### src/rtl/sram_cache_ctrl_pkg.sv
// sram_cache_ctrl_pkg: shared FSM encoding and geometry constants for the data cache.
package sram_cache_ctrl_pkg;
  typedef enum logic [1:0] {IDLE = 2'd0, FILL = 2'd1, WRITE = 2'd2, DONE = 2'd3} state_t;
  localparam int LINE_W = 64;
  localparam logic [31:0] BASE_ADDR_DEF = 32'd1024;
endpackage

### src/rtl/cache_line_store.sv
// cache_line_store: valid/tag/data arrays with combinational lookup and synchronous fill/word update.
module cache_line_store import sram_cache_ctrl_pkg::*; #(
  parameter int INDEX_W = 6,
  parameter int TAG_W = 16 - INDEX_W
) (
  input  logic               clk,
  input  logic               rst,
  input  logic [INDEX_W-1:0] index,
  input  logic [TAG_W-1:0]   tag,
  input  logic               word_sel,
  input  logic               fill_en,
  input  logic [LINE_W-1:0]  fill_data,
  input  logic               wr_en,
  input  logic [31:0]        wr_data,
  output logic               hit,
  output logic [31:0]        rdata
);
  localparam int LINES = 2 ** INDEX_W;
  logic [LINES-1:0]  valid;
  logic [TAG_W-1:0]  tags [LINES];
  logic [LINE_W-1:0] data [LINES];
  assign hit = valid[index] && tags[index] == tag;
  assign rdata = hit ? (word_sel ? data[index][63:32] : data[index][31:0]) : '0;
  always_ff @(posedge clk or posedge rst)
    if (rst) valid <= '0;
    else if (fill_en) valid[index] <= 1'b1;
  // Only valid bits need reset; tags/data are qualified by them.
  always_ff @(posedge clk)
    if (fill_en) begin
      tags[index] <= tag;
      data[index] <= fill_data;
    end else if (wr_en) begin
      if (word_sel) data[index][63:32] <= wr_data;
      else data[index][31:0] <= wr_data;
    end
endmodule

### src/rtl/sram_cache_ctrl.sv
// sram_cache_ctrl: direct-mapped write-through no-write-allocate cache in front of the SRAM controller.
// Define CACHE_STATS_EN to add hit_count/miss_count outputs.
module sram_cache_ctrl import sram_cache_ctrl_pkg::*; #(
  parameter int          INDEX_W   = 6,
  parameter logic [31:0] BASE_ADDR = BASE_ADDR_DEF
) (
  input  logic        clk,
  input  logic        rst,
  input  logic        mem_r_en,
  input  logic        mem_w_en,
  input  logic [31:0] address,
  input  logic [31:0] wdata,
  output logic [31:0] rdata,
  output logic        ready,
  output logic        sram_r_en,
  output logic        sram_w_en,
  output logic [31:0] sram_addr,
  output logic [31:0] sram_wdata,
  input  logic [63:0] sram_rdata,
  input  logic        sram_ready
`ifdef CACHE_STATS_EN
  ,
  output logic [31:0] hit_count,
  output logic [31:0] miss_count
`endif
);
  localparam int TAG_W = 16 - INDEX_W;
  state_t state;
  logic [31:0] a;
  logic hit, fill_en, wr_en, unused_addr;
  assign a = address - BASE_ADDR;
  assign unused_addr = ^{a[31:19], a[1:0]};
  assign fill_en = state == FILL && sram_ready;
  assign wr_en = state == IDLE && mem_w_en && hit;
  assign sram_r_en = state == FILL;
  assign sram_w_en = state == WRITE;
  assign sram_addr = address;
  assign sram_wdata = wdata;
  // IDLE must freeze the pipeline in the same cycle it decides to start a transaction.
  assign ready = state == DONE || (state == IDLE && !mem_w_en && !(mem_r_en && !hit));
  cache_line_store #(.INDEX_W(INDEX_W), .TAG_W(TAG_W)) u_store (
    .clk      (clk),
    .rst      (rst),
    .index    (a[INDEX_W+2:3]),
    .tag      (a[18:INDEX_W+3]),
    .word_sel (a[2]),
    .fill_en  (fill_en),
    .fill_data(sram_rdata),
    .wr_en    (wr_en),
    .wr_data  (wdata),
    .hit      (hit),
    .rdata    (rdata)
  );
  always_ff @(posedge clk or posedge rst)
    if (rst) state <= IDLE;
    else
      case (state)
        IDLE:    state <= mem_w_en ? WRITE : (mem_r_en && !hit) ? FILL : IDLE;
        FILL:    state <= sram_ready ? IDLE : FILL;
        WRITE:   state <= sram_ready ? DONE : WRITE;
        default: state <= IDLE;
      endcase
`ifdef CACHE_STATS_EN
  always_ff @(posedge clk or posedge rst)
    if (rst) begin
      hit_count <= '0;
      miss_count <= '0;
    end else if (state == IDLE && mem_r_en && !mem_w_en) begin
      if (hit) hit_count <= hit_count + 32'd1;
      else miss_count <= miss_count + 32'd1;
    end
`endif
endmodule
### config.mk
export PLATFORM = sky130hd
export DESIGN_NAME = sram_cache_ctrl
export DESIGN_NICKNAME = d
export VERILOG_FILES = /design/src/rtl/sram_cache_ctrl_pkg.sv /design/src/rtl/cache_line_store.sv /design/src/rtl/sram_cache_ctrl.sv
export SDC_FILE = /design/constraint.sdc
export NUM_CORES = 2
export LEC_CHECK = 0
export BUFFER_PORTS_ARGS = -buffer_cell sky130_fd_sc_hd__clkbuf_2
export CORE_UTILIZATION = 60
export CTS_CLUSTER_DIAMETER = 200
export DETAILED_ROUTE_END_ITERATION = 16
export PLACE_DENSITY_LB_ADDON = 0.12
export SLEW_MARGIN = 0
export SYNTH_ARGS = -nofsm -noshare
export SYNTH_HDL_FRONTEND = slang
export SYNTH_HIERARCHICAL = 1
export SYNTH_MEMORY_MAX_BITS = 65536
export SYNTH_SLANG_ARGS = --single-unit
### constraint.sdc
create_clock -name clk -period 7.3 [get_ports clk]
set_input_delay 0 -clock clk [delete_from_list [all_inputs] [get_ports clk]]
set_output_delay 0 -clock clk [all_outputs]
set_load 0.01 [all_outputs]
==> results summary <==
The net count of the mapped netlist is 10200. The largest buffer count on any clock path came out at 4. The die boundary width came out at 552 um.

For this run, the number of standard cells in the final layout without fillers is 15100. The switching component of the power is 13.2 mW. The CTS sink count is 4802.

The mux share of post-synthesis cell area came out at 6.16%. The total via count in the routed design came out at 114000. The count of buffers added on input and output ports is 201. The number of warning messages in the yosys log came out at 6. The average via count per standard cell came out at 7.58. The pin count of the biggest net entering global routing is 88.

Across the VDD grid, the largest voltage drop is around 240 uV. The detailed route wirelength on metal2 came out at 278000 um. Setup repair after global routing left no endpoint under its margin. By area, the combinational part of the netlist is dominated by compound AO/OA/AOI/OAI gates. The endpoint arrival time on the critical path is 7.13 ns. The die is 552 um tall. The flow ran to the end, but the final reports show violations. The master cell of the clock root buffer is sky130_fd_sc_hd__clkbuf_16.

The sum of negative setup slack is 0 ns. The synthesized design spends more area on one cell type than any other, namely sky130_fd_sc_hd__edfxtp_1. The H-tree was split into 5 levels. The worst slew margin relative to its limit is -13.6%. By area the synthesized netlist is led by sky130_fd_sc_hd__edfxtp_1 78%, sky130_fd_sc_hd__o22ai_1 4.2%, sky130_fd_sc_hd__mux2_2 2.9%. The initial antenna violation count came out at 62.

The layout cell share with drive strength beyond 1 came out at 21.3%. The total half-perimeter wirelength after legalization and detailed placement came out at 386000 um. The layout net count is between 10000 and 15000.

The area share of and/or/nand/nor cells after synthesis is between 2 and 3%. The cell area power density came out at between 200 and 300 nW/um^2. The leftover overflow at the end of global routing is 0. The post-route met1 wirelength came out at 217000 um.

The layout overhead on the synthesized area is 13.8%. The transition time of the tightest slew-check pin is between 1.5 and 2 ns. The global-route wire length before repair came out at 881000 um. TritonCTS built the clock tree. The highest metal layer with signal wires is met5. The first routing iteration left approximately 20000 violations. The total chip power is 57.9 mW. In the routed design, unresolved DRC markers number 0. The synthesized area came out at 182000 sq um. The total routing usage reported by global routing came out at 42.4%. The initial utilization of the core area, before any placement, comes to 60.4%. By instance count, the leading cell after synthesis is sky130_fd_sc_hd__edfxtp_1.

The first TritonRoute pass finished after 8 iterations. The required time at the endpoint of the critical path came out at 7.30 ns. The final critical-path required period is 7.13 ns. The cell row count came out at approximately 200. The top-level I/O count came out at approximately 230. The switching share of power came out at 22.8%. The final max-slew violation count is 22. The remaining antenna violation count is 0. The filler cell count came out at about 19000. The critical path in this run is classified as in -> out. The mean cell area of the mapped netlist is 18.1 sq um. The highest clock frequency the design can meet is 140 MHz. The synthesized flop and latch total came out at 4802. The number of failing hold endpoints at the final stage came out at 0.

The class of the tightest hold or removal check is in -> out. The post-CTS repair timing setup buffer count came out at 0. The post-route clock period utilization came out at a little over nine tenths.

Routability-driven placement finished with a final weighted congestion of 0.954. Cells fill 68.8% of the core in the end. The via count of the first global-routing pass is between 100k and 150k. The wire length after detailed routing is 655000 um. The xor and xnor fraction of the mapped netlist area is 0.0772%.

The startpoint kind of the worst setup timing path is an input pin. Counting every instance in the synthesized netlist gives around 10000. The number of buffers inserted for hold repair after clock tree synthesis came out at 51. The share of synthesized area occupied by flip-flops and latches is approximately 79%.

The wire length on met3 came out at 109000 um. The leakage power is between 60 and 70 nW. The post-cts resize count came out at 0.

The number of unique standard cell types used by synthesis is 84. In this run, synthesis inferred between 4000 and 5000 flip-flops with an integrated enable. The share of total power dissipated in sequential elements is 52.9%. Of all flip-flops after synthesis, the portion carrying an async set or reset was 1.37%.

Of all nets on the critical path, the largest fanout is 73. The final reports fail on capacitance limit, slew limit. The standard cell core area came out at 301000 sq um. The final setup violation count came out at 0. The power share of the combinational group came out at approximately 6.5%.

The share of the synthesized area in compound gates (AO/OA/AOI/OAI) is 9.46%. Summed over its instances, the top area cell type makes up ~80% of the synthesized netlist area. The internal power is about 45 mW. The area of the die came out at 305000 sq um. Counting instances in the post-synthesis netlist gives the leading cell types as 4736 x sky130_fd_sc_hd__edfxtp_1, 1209 x sky130_fd_sc_hd__o22ai_1, 466 x sky130_fd_sc_hd__mux2_2.

The number of buffers created by CTS came out at 461. Summing the areas of all fa, ha and maj instances in the mapped netlist gives 0.00689% of the synthesized area. Hold is met by 0.0000219 ns. STA classifies the critical path endpoint as an output port.

The post-detailed-route wirelength per cell is about 44 um. The proportion of power drawn by the clock network is 40.6%. The clock skew after layout came out at a little over 0.09 ns.

Across the run, the number of max-cap violations was 8. The latest clock arrival within the worst-skew pair came out at ~1.1 ns. The leading register cell type out of synthesis is sky130_fd_sc_hd__edfxtp_1. The total placed cells including tap cells is roughly 14000.
==> routing by layer <==
layer,track usage [%],vias up
met1,56.4,57900
li1,-,43100
met3,14.6,1974
met5,0,-
met4,27.5,18
met2,60.0,11100
==> sequential cells by signal (all words and copies together) (netlist names) <==
| register | flops |
|---|---|
| u_store/data | 4096 |
| u_store/tags | 640 |
| u_store/valid | 64 |
| state | 2 |
==> layout by cell type (no fill, tap or decap), drive strengths merged, types with 12 or more instances in the layout <==
cell type	n
xor2	12
mux2	467
a22o	12
a31oi	30
edfxtp	4736
a221oi	44
o221ai	287
nor2b	19
mux4	114
o211ai	22
bufinv	41
nand3	49
dlygate4sd3	51
inv	27
a2bb2oi	30
a21oi	214
clkinv	199
buf	616
a211oi	46
a22oi	117
a221o	15
nand4	18
clkinvlp	12
nor3	102
clkbuf	781
mux2i	335
nand2	142
diode	92
o31ai	33
or4	20
or2	70
o21ai	159
a211o	17
o41ai	35
o22a	105
dfrtp	66
nor4	161
a2111oi	39
o22ai	1209
nor2	406
==> power groups by stage <==
stage	Clock, mW	Sequential, mW	Combinational (mW)
after floorplan	0	31.1	1.76
after global placement	0	31.2	3.49
after CTS	23.5	30.6	3.58
final	23.5	30.6	3.79
after detailed placement	0	31.2	3.54
after global routing	24.5	30.6	3.76
==> through the flow <==
stage,cell area (sq um),setup slack (ns)
floorplan,182000,0.264
global placement,191000,0.497
detailed placement,191000,0.535
CTS,206000,0.546
global route,206000,0.526
finish,207000,0.173
==> cell type report <==
type / count / area [sq um] / area share, %
clock inverter: 261 / 2600 / 1.26
multi-input combinational: 4480 / 35100 / 17.0
clock buffer: 586 / 12200 / 5.88
inverter: 18 / 82.6 / 0.0400
sequential: 4802 / 144000 / 69.6
tap: 3958 / 4950 / 2.40
timing repair buffer: 862 / 7620 / 3.69
antenna: 92 / 230 / 0.111
==> kinds of logic (layout without fill, tap and decap cells) <==
| group | Yosys count | in the layout |
|---|---|---|
| fa+ha+maj | 1 | 1 |
| buf+inv | 771 | 1727 |
| other cells | 0 | 92 |
| flops | 4802 | 4802 |
| compound gates | 2496 | 2496 |
| simple gates | 1051 | 1051 |
| xor+xnor | 16 | 16 |
| mux | 916 | 916 |
==> critical path: stages <==
cell	delay [ns]
sky130_fd_sc_hd__buf_8	0.54
sky130_fd_sc_hd__buf_4	0.68
sky130_fd_sc_hd__or3b_4	0.97
sky130_fd_sc_hd__buf_4	0.61
sky130_fd_sc_hd__o22ai_1	0.16
sky130_fd_sc_hd__nor4_1	1.26
sky130_fd_sc_hd__o21ai_0	0.50
sky130_fd_sc_hd__nor4bb_2	0.73
sky130_fd_sc_hd__buf_4	0.32
sky130_fd_sc_hd__nor4_1	0.15
sky130_fd_sc_hd__a2bb2oi_1	0.26
sky130_fd_sc_hd__nor4_1	0.30
sky130_fd_sc_hd__buf_4	0.22
sky130_fd_sc_hd__clkbuf_2	0.16
==> path summary, 6_finish.rpt <==
| path | from | end | slack, ns | cells past startpoint |
|---|---|---|---|---|
| max reg2reg | u_store/tags[30][8] | u_store/data[53][32] | 1.33 | 13 |
| max in group asynchronous | rst | u_store/valid[43] | 6.13 | 5 |
| min | address[19] | sram_addr[19] | 0.00002 | 0 |
| min in group asynchronous | rst | u_store/valid[26] | 0.50 | 5 |
| max | address[3] | rdata[1] | 0.17 | 14 |
| min reg2reg | u_store/valid[27] | u_store/valid[27] | 0.46 | 1 |
Note: power is estimated with default switching activity, not from simulation.
